==> src/rtl/vxe_txn_codec_pkg.sv <==
// ============================================================================
// Module  : vxe_txn_codec_pkg
// Purpose : Field widths and vector slice positions for the txn codec.
// Rev     : 1.0  initial release
// ============================================================================
`default_nettype none

package vxe_txn_codec_pkg;

  localparam int TXNID_W = 6;
  localparam int ADDR_W  = 37;
  localparam int DATA_W  = 64;
  localparam int BEN_W   = 8;
  localparam int ERR_W   = 2;

  localparam int REQ_TXN_W = TXNID_W + 1 + ADDR_W;  // 44
  localparam int REQ_DAT_W = DATA_W + BEN_W;        // 72
  localparam int RES_TXN_W = TXNID_W + 1 + ERR_W;   // 9
  localparam int RES_DAT_W = DATA_W;                // 64

  localparam int RQ_TXNID_MSB = 43;
  localparam int RQ_TXNID_LSB = 38;
  localparam int RQ_RNW_BIT   = 37;
  localparam int RQ_ADDR_MSB  = 36;
  localparam int RQ_ADDR_LSB  = 0;
  localparam int RQ_DATA_MSB  = 71;
  localparam int RQ_DATA_LSB  = 8;
  localparam int RQ_BEN_MSB   = 7;
  localparam int RQ_BEN_LSB   = 0;

  localparam int RS_TXNID_MSB = 8;
  localparam int RS_TXNID_LSB = 3;
  localparam int RS_RNW_BIT   = 2;
  localparam int RS_ERR_MSB   = 1;
  localparam int RS_ERR_LSB   = 0;

  typedef logic [REQ_TXN_W-1:0] req_txn_t;
  typedef logic [REQ_DAT_W-1:0] req_dat_t;
  typedef logic [RES_TXN_W-1:0] res_txn_t;
  typedef logic [RES_DAT_W-1:0] res_dat_t;

endpackage

`default_nettype wire

==> src/rtl/vxe_txn_codec_leaves.sv <==
// ============================================================================
// Modules : vxe_txnreq_coder / vxe_txnreq_decoder / vxe_txnres_coder /
//           vxe_txnres_decoder -- combinational field <-> vector slicing.
// Rev     : 1.0  initial release
// ============================================================================
`default_nettype none

module vxe_txnreq_coder
  import vxe_txn_codec_pkg::*;
(
  input  logic [TXNID_W-1:0] i_txnid,
  input  logic               i_rnw,
  input  logic [ADDR_W-1:0]  i_addr,
  input  logic [DATA_W-1:0]  i_data,
  input  logic [BEN_W-1:0]   i_ben,
  output req_txn_t           o_vec_txn,
  output req_dat_t           o_vec_dat
);
  assign o_vec_txn = {i_txnid, i_rnw, i_addr};
  assign o_vec_dat = {i_data, i_ben};
endmodule

module vxe_txnreq_decoder
  import vxe_txn_codec_pkg::*;
(
  input  req_txn_t           i_vec_txn,
  input  req_dat_t           i_vec_dat,
  output logic [TXNID_W-1:0] o_txnid,
  output logic               o_rnw,
  output logic [ADDR_W-1:0]  o_addr,
  output logic [DATA_W-1:0]  o_data,
  output logic [BEN_W-1:0]   o_ben
);
  assign o_txnid = i_vec_txn[RQ_TXNID_MSB:RQ_TXNID_LSB];
  assign o_rnw   = i_vec_txn[RQ_RNW_BIT];
  assign o_addr  = i_vec_txn[RQ_ADDR_MSB:RQ_ADDR_LSB];
  assign o_data  = i_vec_dat[RQ_DATA_MSB:RQ_DATA_LSB];
  assign o_ben   = i_vec_dat[RQ_BEN_MSB:RQ_BEN_LSB];
endmodule

module vxe_txnres_coder
  import vxe_txn_codec_pkg::*;
(
  input  logic [TXNID_W-1:0] i_txnid,
  input  logic               i_rnw,
  input  logic [ERR_W-1:0]   i_err,
  input  logic [DATA_W-1:0]  i_data,
  output res_txn_t           o_vec_txn,
  output res_dat_t           o_vec_dat
);
  assign o_vec_txn = {i_txnid, i_rnw, i_err};
  assign o_vec_dat = i_data;
endmodule


`default_nettype wire

==> src/rtl/vxe_txn_codec.sv <==
// ============================================================================
// Module  : vxe_txn_codec -- valid-qualified registered request/response
//           coding with combinational loopback decode of the request vectors.
// Rev     : 1.0  initial release
// ============================================================================
`default_nettype none

module vxe_txn_codec
  import vxe_txn_codec_pkg::*;
(
  input  logic               clk,
  input  logic               nrst,
  input  logic               i_rq_vld,
  input  logic [TXNID_W-1:0] i_txnid_rq,
  input  logic               i_rnw_rq,
  input  logic [ADDR_W-1:0]  i_addr_rq,
  input  logic [DATA_W-1:0]  i_data_rq,
  input  logic [BEN_W-1:0]   i_ben_rq,
  output logic               o_rq_vld,
  output req_txn_t           o_req_vec_txn,
  output req_dat_t           o_req_vec_dat,
  output logic [TXNID_W-1:0] o_txnid_rq,
  output logic               o_rnw_rq,
  output logic [ADDR_W-1:0]  o_addr_rq,
  output logic [DATA_W-1:0]  o_data_rq,
  output logic [BEN_W-1:0]   o_ben_rq,
  input  logic               i_rs_vld,
  input  logic [TXNID_W-1:0] i_txnid_rs,
  input  logic               i_rnw_rs,
  input  logic [ERR_W-1:0]   i_err_rs,
  input  logic [DATA_W-1:0]  i_data_rs,
  output logic               o_rs_vld,
  output res_txn_t           o_res_vec_txn,
  output res_dat_t           o_res_vec_dat
);

  req_txn_t w_req_vec_txn;
  req_dat_t w_req_vec_dat;
  res_txn_t w_res_vec_txn;
  res_dat_t w_res_vec_dat;

  logic     r_rq_vld;
  req_txn_t r_req_vec_txn;
  req_dat_t r_req_vec_dat;
  logic     r_rs_vld;
  res_txn_t r_res_vec_txn;
  res_dat_t r_res_vec_dat;

  vxe_txnreq_coder u_req_coder (
    .i_txnid   (i_txnid_rq),
    .i_rnw     (i_rnw_rq),
    .i_addr    (i_addr_rq),
    .i_data    (i_data_rq),
    .i_ben     (i_ben_rq),
    .o_vec_txn (w_req_vec_txn),
    .o_vec_dat (w_req_vec_dat)
  );

  vxe_txnres_coder u_res_coder (
    .i_txnid   (i_txnid_rs),
    .i_rnw     (i_rnw_rs),
    .i_err     (i_err_rs),
    .i_data    (i_data_rs),
    .o_vec_txn (w_res_vec_txn),
    .o_vec_dat (w_res_vec_dat)
  );

  // Vectors load only on a valid beat and otherwise hold; valids follow every cycle.
  always_ff @(posedge clk or negedge nrst) begin
    if (!nrst) begin
      r_rq_vld      <= 1'b0;
      r_req_vec_txn <= '0;
      r_req_vec_dat <= '0;
      r_rs_vld      <= 1'b0;
      r_res_vec_txn <= '0;
      r_res_vec_dat <= '0;
    end else begin
      r_rq_vld <= i_rq_vld;
      r_rs_vld <= i_rs_vld;
      if (i_rq_vld) begin
        r_req_vec_txn <= w_req_vec_txn;
        r_req_vec_dat <= w_req_vec_dat;
      end
      if (i_rs_vld) begin
        r_res_vec_txn <= w_res_vec_txn;
        r_res_vec_dat <= w_res_vec_dat;
      end
    end
  end

  vxe_txnreq_decoder u_req_loopback (
    .i_vec_txn (r_req_vec_txn),
    .i_vec_dat (r_req_vec_dat),
    .o_txnid   (o_txnid_rq),
    .o_rnw     (o_rnw_rq),
    .o_addr    (o_addr_rq),
    .o_data    (o_data_rq),
    .o_ben     (o_ben_rq)
  );

  assign o_rq_vld      = r_rq_vld;
  assign o_req_vec_txn = r_req_vec_txn;
  assign o_req_vec_dat = r_req_vec_dat;
  assign o_rs_vld      = r_rs_vld;
  assign o_res_vec_txn = r_res_vec_txn;
  assign o_res_vec_dat = r_res_vec_dat;

endmodule

`default_nettype wire

==> config.mk <==
export PLATFORM = sky130hd
export DESIGN_NAME = vxe_txn_codec
export DESIGN_NICKNAME = d
export VERILOG_FILES = /design/src/rtl/vxe_txn_codec_pkg.sv /design/src/rtl/vxe_txn_codec_leaves.sv /design/src/rtl/vxe_txn_codec.sv
export SDC_FILE = /design/constraint.sdc
export NUM_CORES = 1
export LEC_CHECK = 0
export ABC_CLOCK_PERIOD_IN_PS = 800
export BUFFER_PORTS_ARGS = -buffer_cell sky130_fd_sc_hd__buf_4
export CAP_MARGIN = 20
export CORE_AREA = 3 3 195 197
export DETAILED_ROUTE_END_ITERATION = 10
export DIE_AREA = 0 0 198 200
export HOLD_SLACK_MARGIN = 0.1
export PLACE_DENSITY = 0.51
export SLEW_MARGIN = 0
export SYNTH_ARGS = -nofsm -noshare
export SYNTH_HDL_FRONTEND = slang
export SYNTH_SLANG_ARGS = --single-unit
export TNS_END_PERCENT = 50
==> constraint.sdc <==
create_clock -name clk -period 0.8 [get_ports clk]
set_input_delay 0.08 -clock clk [delete_from_list [all_inputs] [get_ports clk]]
set_output_delay 0.08 -clock clk [all_outputs]
set_load 0.1 [all_outputs]
# --- Word level (Yosys, flattened, before mapping) ---
# Index checks and enable logic that the tools add are counted.
# Widths: inputs -> output; s select.
totals:
  ff_bits: 191
  out_inout_bits: 307
  latch_bits: 0
  ram_bits: 0
  in_bits: 193
  wordCells: 6
  mem_count: 0
  romBits: 0
classes:
  magnitude_cmp: 0
  div_mod_pow: 0
  shift: 0
  addsub: 0
  n_mul: 0
  reduce_logical: 0
  n_eq_ne: 0
  n_mux: 0
  n_bitwise: 0

# --- Logic depth before layout (Yosys ltp) ---
# Gate-level depths: netlist (run 1).
depth:
  depth_word: 0
  depth_mapped: 4
  ltp_nobuf: 1

# --- By module ---
# Synthesis (run 1) repeated with hierarchy kept, for this count alone.
hier_totals:
  hier_cells: 706
  area_unflattened_um2: 9507.9
modules_own_cells:
  columns: ["mod", "cells_per_inst", "area_per_inst_um2", "seq_area_each_um2", "instances"]
  rows:
  - ["vxe_txn_codec", 401, 7218.2, 4779.6, 1]
  - ["vxe_txnreq_coder", 116, 870.8, 0.0, 1]
  - ["vxe_txnreq_decoder", 116, 870.8, 0.0, 1]
  - ["vxe_txnres_coder", 73, 548.0, 0.0, 1]

# --- Worst setup path before layout (run 1) ---
# No wires, ideal clock.
synth_timing:
  path_type: "reg2out"
  start: "reg r_req_vec_dat[70] (netlist: o_req_vec_dat[70])"
  end: "out o_req_vec_dat[70]"
  path_stages_with_launch: 2
  required_time_ns: 0.720
  n_path_buf: 1
  arrival_ns: 1.340
  path_slack_ns: -0.620
  path_cell_list: "dfrtp_1 > buf_4"
synth_lines:
  columns: ["item", "line", "source"]
  rows:
  - ["start, declared", "vxe_txn_codec.sv:44", "req_dat_t r_req_vec_dat;"]
  - ["start signal, assigned", "vxe_txn_codec.sv:82", "r_req_vec_dat <= w_req_vec_dat;"]
  - ["end, declared", "vxe_txn_codec.sv:21", "output req_dat_t o_req_vec_dat,"]
# No word-level cell between the ends.

# --- Worst setup path after layout (run 1) ---
layout_timing:
  start: "reg r_req_vec_dat[70] (netlist: o_req_vec_dat[70])"
  end: "out o_req_vec_dat[70]"
# No word-level cell between the ends.

==> impl_metrics.py, run 1 <==
metrics = {
    "timing": {
        "fin_crit_ns": 1.24,
        "worst_slack_ns": -0.438,
        "fmax_mhz": 808,
        "skew_ns": 0,
        "rsz0062_at_grt": "true",
        "slew_violations": 0,
        "setup_viol": 445,
        "worst_slew_pin_slew_ns": 0.361,
        "slew_headroom": 0.759,
        "fin_crit_sh": 1.55,
        "final_hold_viol_count": 0,
    },
    "global_route": {
        "grt_util_met2": 0.251,
        "use_met3": 0.0418,
        "grt_max_degree": 31,
        "antenna_found_initial": 0,
        "grt_pass1_wl_mm": 43.5,
        "first_global_vias": 7358,
        "grt_use_met1": 0.160,
        "grt_busiest_layer": "met2",
        "gr-usage-all-layers": 0.142,
        "grt_overflow_total": 0,
    },
    "routing": {
        "drt-total-wl_mm": 29.4,
        "first_iter_violations": 132,
        "wl_per_cell_microns": 18.3,
        "vias_per_cell": 3.97,
        "drcViolationCount": 0,
        "drt_first_pass_iters": 4,
        "ant_nets": 0,
        "vias": 6368,
    },
    "worst_setup_path": {
        "worstPathRequired_ns": 0.72,
        "cp-startpoint": "o_req_vec_dat[70]",
        "path_buf_inv": 1,
        "cp-end-kind": "output port",
        "ff2ff_path_depth": 2,
        "cp_top_family": "flip-flops",
        "r2r-start": "o_req_vec_dat[60]",
        "path_cells": "buf_8",
        "rrSetupSlack_ns": -0.23,
        "critical_path_class": "flip-flop to output port",
        "cpPeakStageDelay_ns": 0.53,
        "worstSetupStartpointType": "flip-flop",
        "worst-path-max-fanout": 3,
        "arrival_ns": 1.16,
        "reg2reg_to": "o_req_vec_dat[60]",
        "worst_path_max_delay_cell": "dfrtp_4",
    },
    "yosys": {
        "synthArstFlopShare": 1.00,
        "yosys-top-cells-area": "dfrtp_1 (59%), mux2_2 (21%), buf_4 (11%)",
        "yosys-top-cells-count": "dfrtp_1 (191), mux2_2 (149), buf_4 (123)",
        "synth_top_family_by_area": "multiplexers",
        "ys_ff_latch": 191,
        "synth_edf_count": 0,
        "synthFlopType": "dfrtp_1",
        "yosys_warnings": 0,
        "synth_xor_area_frac": 0,
        "netlist_instances": 517,
        "synth_compound_area_frac": 0,
        "synth-adder-area-share": 0,
        "synth_area_per_cell_sq_um": 15.6,
        "netlist.area_leader.share": 0.591,
        "synth_most_common_cell": "dfrtp_1",
        "netlist_area_sq_um": 8090,
        "synthMuxAreaShare": 0.282,
        "synth.largest_area_cell": "dfrtp_1",
        "synthSimpleGateAreaFrac": 0,
        "synth_cell_types": 6,
        "syn-num-nets": 710,
        "seq_area_frac_synth": 0.591,
    },
    "final_layout": {
        "fin_nets": 1318,
        "antenna_cells": 0,
        "fillers": 2872,
        "stdcell_area_sq_um": 18500,
        "area_growth_pct": 129,
        "multi_input_area_sq_um": 2350,
        "register_area_sq_um": 5280,
        "drive_above_1_share": 0.779,
    },
    "hold_path": {
        "min_path_cells": 2,
        "hold_path_class": "primary input to flip-flop",
        "hold_start": "i_rq_vld",
        "hold_end": "o_req_vec_dat[23]",
    },
    "job": {
        "cap_violations": 0,
    },
    "clocking": {
        "hold_buffers": 192,
        "clk-insertion-delay-late_ns": 0.43,
        "clock-root-buffer": "clkbuf_16",
        "cts_tree": "yes",
        "clk_pin_slew_worst_paths_ns": 0.07,
        "cts-buffers-inserted": 17,
        "clockBufferDepth": 2,
        "cts_sinks": 191,
        "htree_levels": 4,
    },
    "floorplanning": {
        "core-area_sq_um": 36400,
        "boundaryPins": 500,
        "initial_core_util": 0.222,
        "die_h_microns": 200,
        "rows": 70,
        "die_width_microns": 198,
        "die-area_sq_um": 39600,
    },
    "power_and_ir_drop": {
        "vdd_drop_max_mv": 1.43,
        "leakage_uw": 0.00814,
        "powerDensity_nw_per_um2": 2350,
    },
    "place": {
        "pre_cts_slack_ns": -0.250,
        "place_hpwl_mm": 18.8,
        "gp_congestion": 0.710,
        "dpl_cell_area_sq_um": 12300,
        "port_buffers": 499,
    },
    "status": {
        "violations": "setup timing",
        "status": "complete, but fails checks",
    },
}
## power breakdown
part	internal, uW	switching (uW)	total, uW
logic	8090	13600	21700
clock network	5220	3960	9180
registers	11100	1630	12700
## cell type report
class,count,share of cell area
Clock buffer,21,0.0254
Clock inverter,11,0.00838
Multi-Input combinational cell,189,0.127
Sequential cell,191,0.285
Tap cell,468,0.0316
Timing Repair Buffer,726,0.523
## cell families after synthesis
| family | count (synthesis) |
|---|---|
| buffers and inverters | 137 |
| muxes | 189 |
| DFF | 191 |
## state kept, by name (all words and copies together), names as in the netlist
| name | cells |
|---|---|
| o_res_vec_dat | 64 |
| o_req_vec_txn | 44 |
| o_req_vec_dat | 72 |
| o_rq_vld | 1 |
| o_rs_vld | 1 |
| o_res_vec_txn | 9 |
## timing repair
action | 4_1_cts | 5_1_grt
setup endpoints to repair | 440 | 454
resized for setup | 700 | 190
cloned | 0 | 0
pin swaps | 0 | 0
buffers inserted | 0 | 3
endpoints found under the hold margin | 382 | 2
## cell usage in the layout, fill, tap and decap left out, drive strengths merged
master	n
buf	533
dlygate4sd3	192
dfrtp	191
mux2	189
clkbuf	22
clkinv	4
bufinv	3
inv	2
clkinvlp	2
## worst max path at each step
stage | cells after the start | endpoint | slack [ns]
after floorplan | 1 | o_res_vec_dat[24] | -0.46
after global placement | 3 | o_req_vec_txn[43] | -0.24
after detailed placement | 3 | o_req_vec_txn[42] | -0.25
after CTS | 1 | o_req_vec_dat[70] | -0.48
after global routing | 1 | o_data_rq[5] | -0.48
final | 1 | o_req_vec_dat[70] | -0.44
## routing by layer
metal,share of wire,routed length (microns),up-vias
met5,0,0,-
met4,0.027,797,0
met3,0.073,2130,34
met2,0.54,15800,284
met1,0.36,10700,3198
li1,-,-,2852
## metrics by stage
step,std cells,util,hold slack [ns],TNS [ns],power [uW]
after floorplan,517,-,-0.216,-80.34,27500
after global placement,1379,0.337,0.0390,-28.01,29000
after detailed placement,1379,0.337,0.0409,-29.21,29100
after CTS,1603,0.487,0.0281,-149.03,42900
after global routing,1606,0.508,0.0620,-150.74,44900
final,1606,0.508,0.0642,-134.19,43600
Power figures use the tool's default switching activity.
==> run 2, diff against run 1 <==
--- a/config.mk
+++ b/config.mk
@@ -8,11 +8,11 @@
 export ABC_CLOCK_PERIOD_IN_PS = 800
 export BUFFER_PORTS_ARGS = -buffer_cell sky130_fd_sc_hd__buf_4
 export CAP_MARGIN = 20
-export CORE_AREA = 3 3 195 197
+export CORE_AREA = 3 3 192 194
 export DETAILED_ROUTE_END_ITERATION = 10
-export DIE_AREA = 0 0 198 200
+export DIE_AREA = 0 0 195 197
 export HOLD_SLACK_MARGIN = 0.1
-export PLACE_DENSITY = 0.51
+export PLACE_DENSITY = 0.53
 export SLEW_MARGIN = 0
 export SYNTH_ARGS = -nofsm -noshare
 export SYNTH_HDL_FRONTEND = slang
==> run 2 against run 1 <==
The flow still finishes with violations (setup timing). Die area is 3.0% lower. Wire length is 5.3% higher. Final cell count is 0.19% lower. Global-route usage is 0.98 points higher. First-iteration DRC count is 42% lower. Setup slack worse by 0.0040 ns. Hold slack worse by 0.041 ns. Maximum frequency is 0.32% lower. Sequential share of layout area is 0.059 points higher. Critical path depth stayed put. Core utilization is 1.4 points higher. Critical path type unchanged. Highest routed layer unchanged.
==> impl_metrics.py, run 2 (synthesis gave the netlist of run 1 again) <==
metrics = {
    "status": {
        "status": "complete, but fails checks",
        "violations": "setup timing",
    },
    "hold_path": {
        "hold_path_class": "primary input to flip-flop",
        "min_path_cells": 2,
    },
    "power_and_ir_drop": {
        "comb_power_share": 0.504,
        "vdd_drop_max_mv": 1.54,
        "p_sw_frac": 0.446,
        "power_switching_uw": 19300,
        "leakage_uw": 0.00813,
        "pwr-share-clk": 0.202,
        "seq_power_share": 0.294,
        "p_int_uw": 23900,
        "powerDensity_nw_per_um2": 2340,
    },
    "final_layout": {
        "area_growth_pct": 128,
        "layout_commonest_cell": "buf_12",
        "fillers": 2740,
        "stdcell_area_sq_um": 18500,
        "drive_above_1_share": 0.778,
        "largest_register_ffs": 72,
        "antenna_cells": 0,
        "fin_nets": 1322,
        "final_cell_mix": "buf_12 (277), buf_4 (214), dlygate4sd3_1 (192)",
        "instances_no_fill": 1603,
    },
    "floorplanning": {
        "boundaryPins": 500,
        "core-area_sq_um": 35400,
        "initial_core_util": 0.229,
        "die_h_microns": 197,
        "die_width_microns": 195,
        "die-area_sq_um": 38400,
        "rows": 69,
    },
    "timing": {
        "fin_crit_ns": 1.24,
        "worst_slew_pin_slew_ns": 0.272,
        "rsz0062_at_grt": "true",
        "slew_headroom": 0.818,
        "worst_slack_ns": -0.442,
        "setup_viol": 451,
        "slew_violations": 0,
        "final_hold_viol_count": 0,
        "skew_ns": 0,
        "fin_crit_sh": 1.55,
        "fmax_mhz": 805,
        "setup-tns-final_ns": -133.43,
        "hold-worst-slack_ns": 0.0230,
    },
    "clocking": {
        "cts_tree": "yes",
        "htree_levels": 4,
        "clockBufferDepth": 2,
        "clk_pin_slew_worst_paths_ns": 0.08,
        "hold_buffers": 192,
        "clock-root-buffer": "clkbuf_16",
        "clk-insertion-delay-late_ns": 0.43,
        "cts-buffers-inserted": 17,
        "cts_sinks": 191,
    },
    "global_route": {
        "antenna_found_initial": 0,
        "grt_overflow_total": 0,
        "first_global_vias": 7287,
        "grt_pass1_wl_mm": 45.2,
        "gr-usage-all-layers": 0.152,
        "grt_max_degree": 31,
    },
    "worst_setup_path": {
        "ff2ff_path_depth": 2,
        "arrival_ns": 1.16,
        "cpPeakStageDelay_ns": 0.54,
        "critical_path_class": "flip-flop to output port",
        "worstPathRequired_ns": 0.72,
        "cp.depth": 1,
        "cp-end-kind": "output port",
        "path_buf_inv": 1,
        "worst-path-max-fanout": 3,
        "path_cells": "buf_12",
        "worst_path_max_delay_cell": "dfrtp_4",
        "worstSetupStartpointType": "flip-flop",
        "cp_top_family": "flip-flops",
    },
    "routing": {
        "ant_nets": 0,
        "wl_per_cell_microns": 19.3,
        "vias": 6388,
        "drcViolationCount": 0,
        "vias_per_cell": 3.99,
        "first_iter_violations": 77,
        "drt-total-wl_mm": 30.9,
        "drt_first_pass_iters": 4,
    },
    "place": {
        "dp_cells": 1376,
        "port_buffers": 499,
        "place_hpwl_mm": 19.9,
        "pre_cts_slack_ns": -0.264,
        "gp_congestion": 0.768,
        "dpl_cell_area_sq_um": 12300,
    },
    "job": {
        "cap_violations": 0,
    },
}
[run 2: cell count changes in the layout (fill, tap and decap cells not counted), sizes merged]
cell      before  now
clkinvlp       2    1
bufinv         3    2
buf          533  537
inv            2    4
[run 2: per-layer routing]
metal | routed length (microns) | vias to the layer above | share of wire | track usage
li1 | - | 2867 | - | -
met1 | 11000 | 3192 | 0.35 | 0.164
met2 | 17300 | 294 | 0.56 | 0.281
met3 | 2090 | 35 | 0.068 | 0.0508
met4 | 638 | 0 | 0.021 | 0.0446
met5 | 0 | - | 0 | 0
[run 2: final cells by class]
type	count	area, sq um	area share
clock buffer	21	460	0.0249
clock inverter	11	129	0.00698
sequential	191	5280	0.286
tap	461	577	0.0312
timing repair buffer	730	9700	0.525
multi-input combinational	189	2340	0.127
[run 2: worst paths after layout]
kind	slack, ns	start	end
hold / removal	0.02	i_rs_vld	o_res_vec_dat[22]
setup / recovery	-0.44	o_req_vec_txn[4]	o_req_vec_txn[4]
setup reg to reg	-0.24	o_req_vec_txn[17]	o_req_vec_txn[17]
max in group asynchronous	0.17	nrst	o_req_vec_txn[30]
hold reg to reg	0.54	o_res_vec_txn[0]	o_res_vec_txn[0]
min in group asynchronous	0.21	nrst	o_req_vec_dat[21]
[run 2: metrics by stage]
| step | total power [uW] | utilization |
|---|---|---|
| 6_report | 43200 | 0.522 |
| 5_1_grt | 44500 | 0.522 |
| 4_1_cts | 42400 | 0.500 |
| 3_5_place_dp | 29200 | 0.349 |
| 3_3_place_gp | 29100 | 0.349 |
| 2_1_floorplan | 27500 | - |
[run 2: repair_timing]
| action | 4_1_cts | 5_1_grt |
|---|---|---|
| endpoints found under the setup margin | 439 | 455 |
| endpoints found under the hold margin | 382 | 1 |
| setup buffers | 1 | 2 |
| resized for setup | 682 | 189 |
[run 2: power groups by stage]
stage          sequential (uW)  clock (uW)  combinational, uW
6_report                 12700        8720              21800
5_1_grt                  12900        9420              22200
4_1_cts                  12500        9010              20900
3_5_place_dp             12100           0              17100
3_3_place_gp             12000           0              17100
2_1_floorplan            19400           0               8150
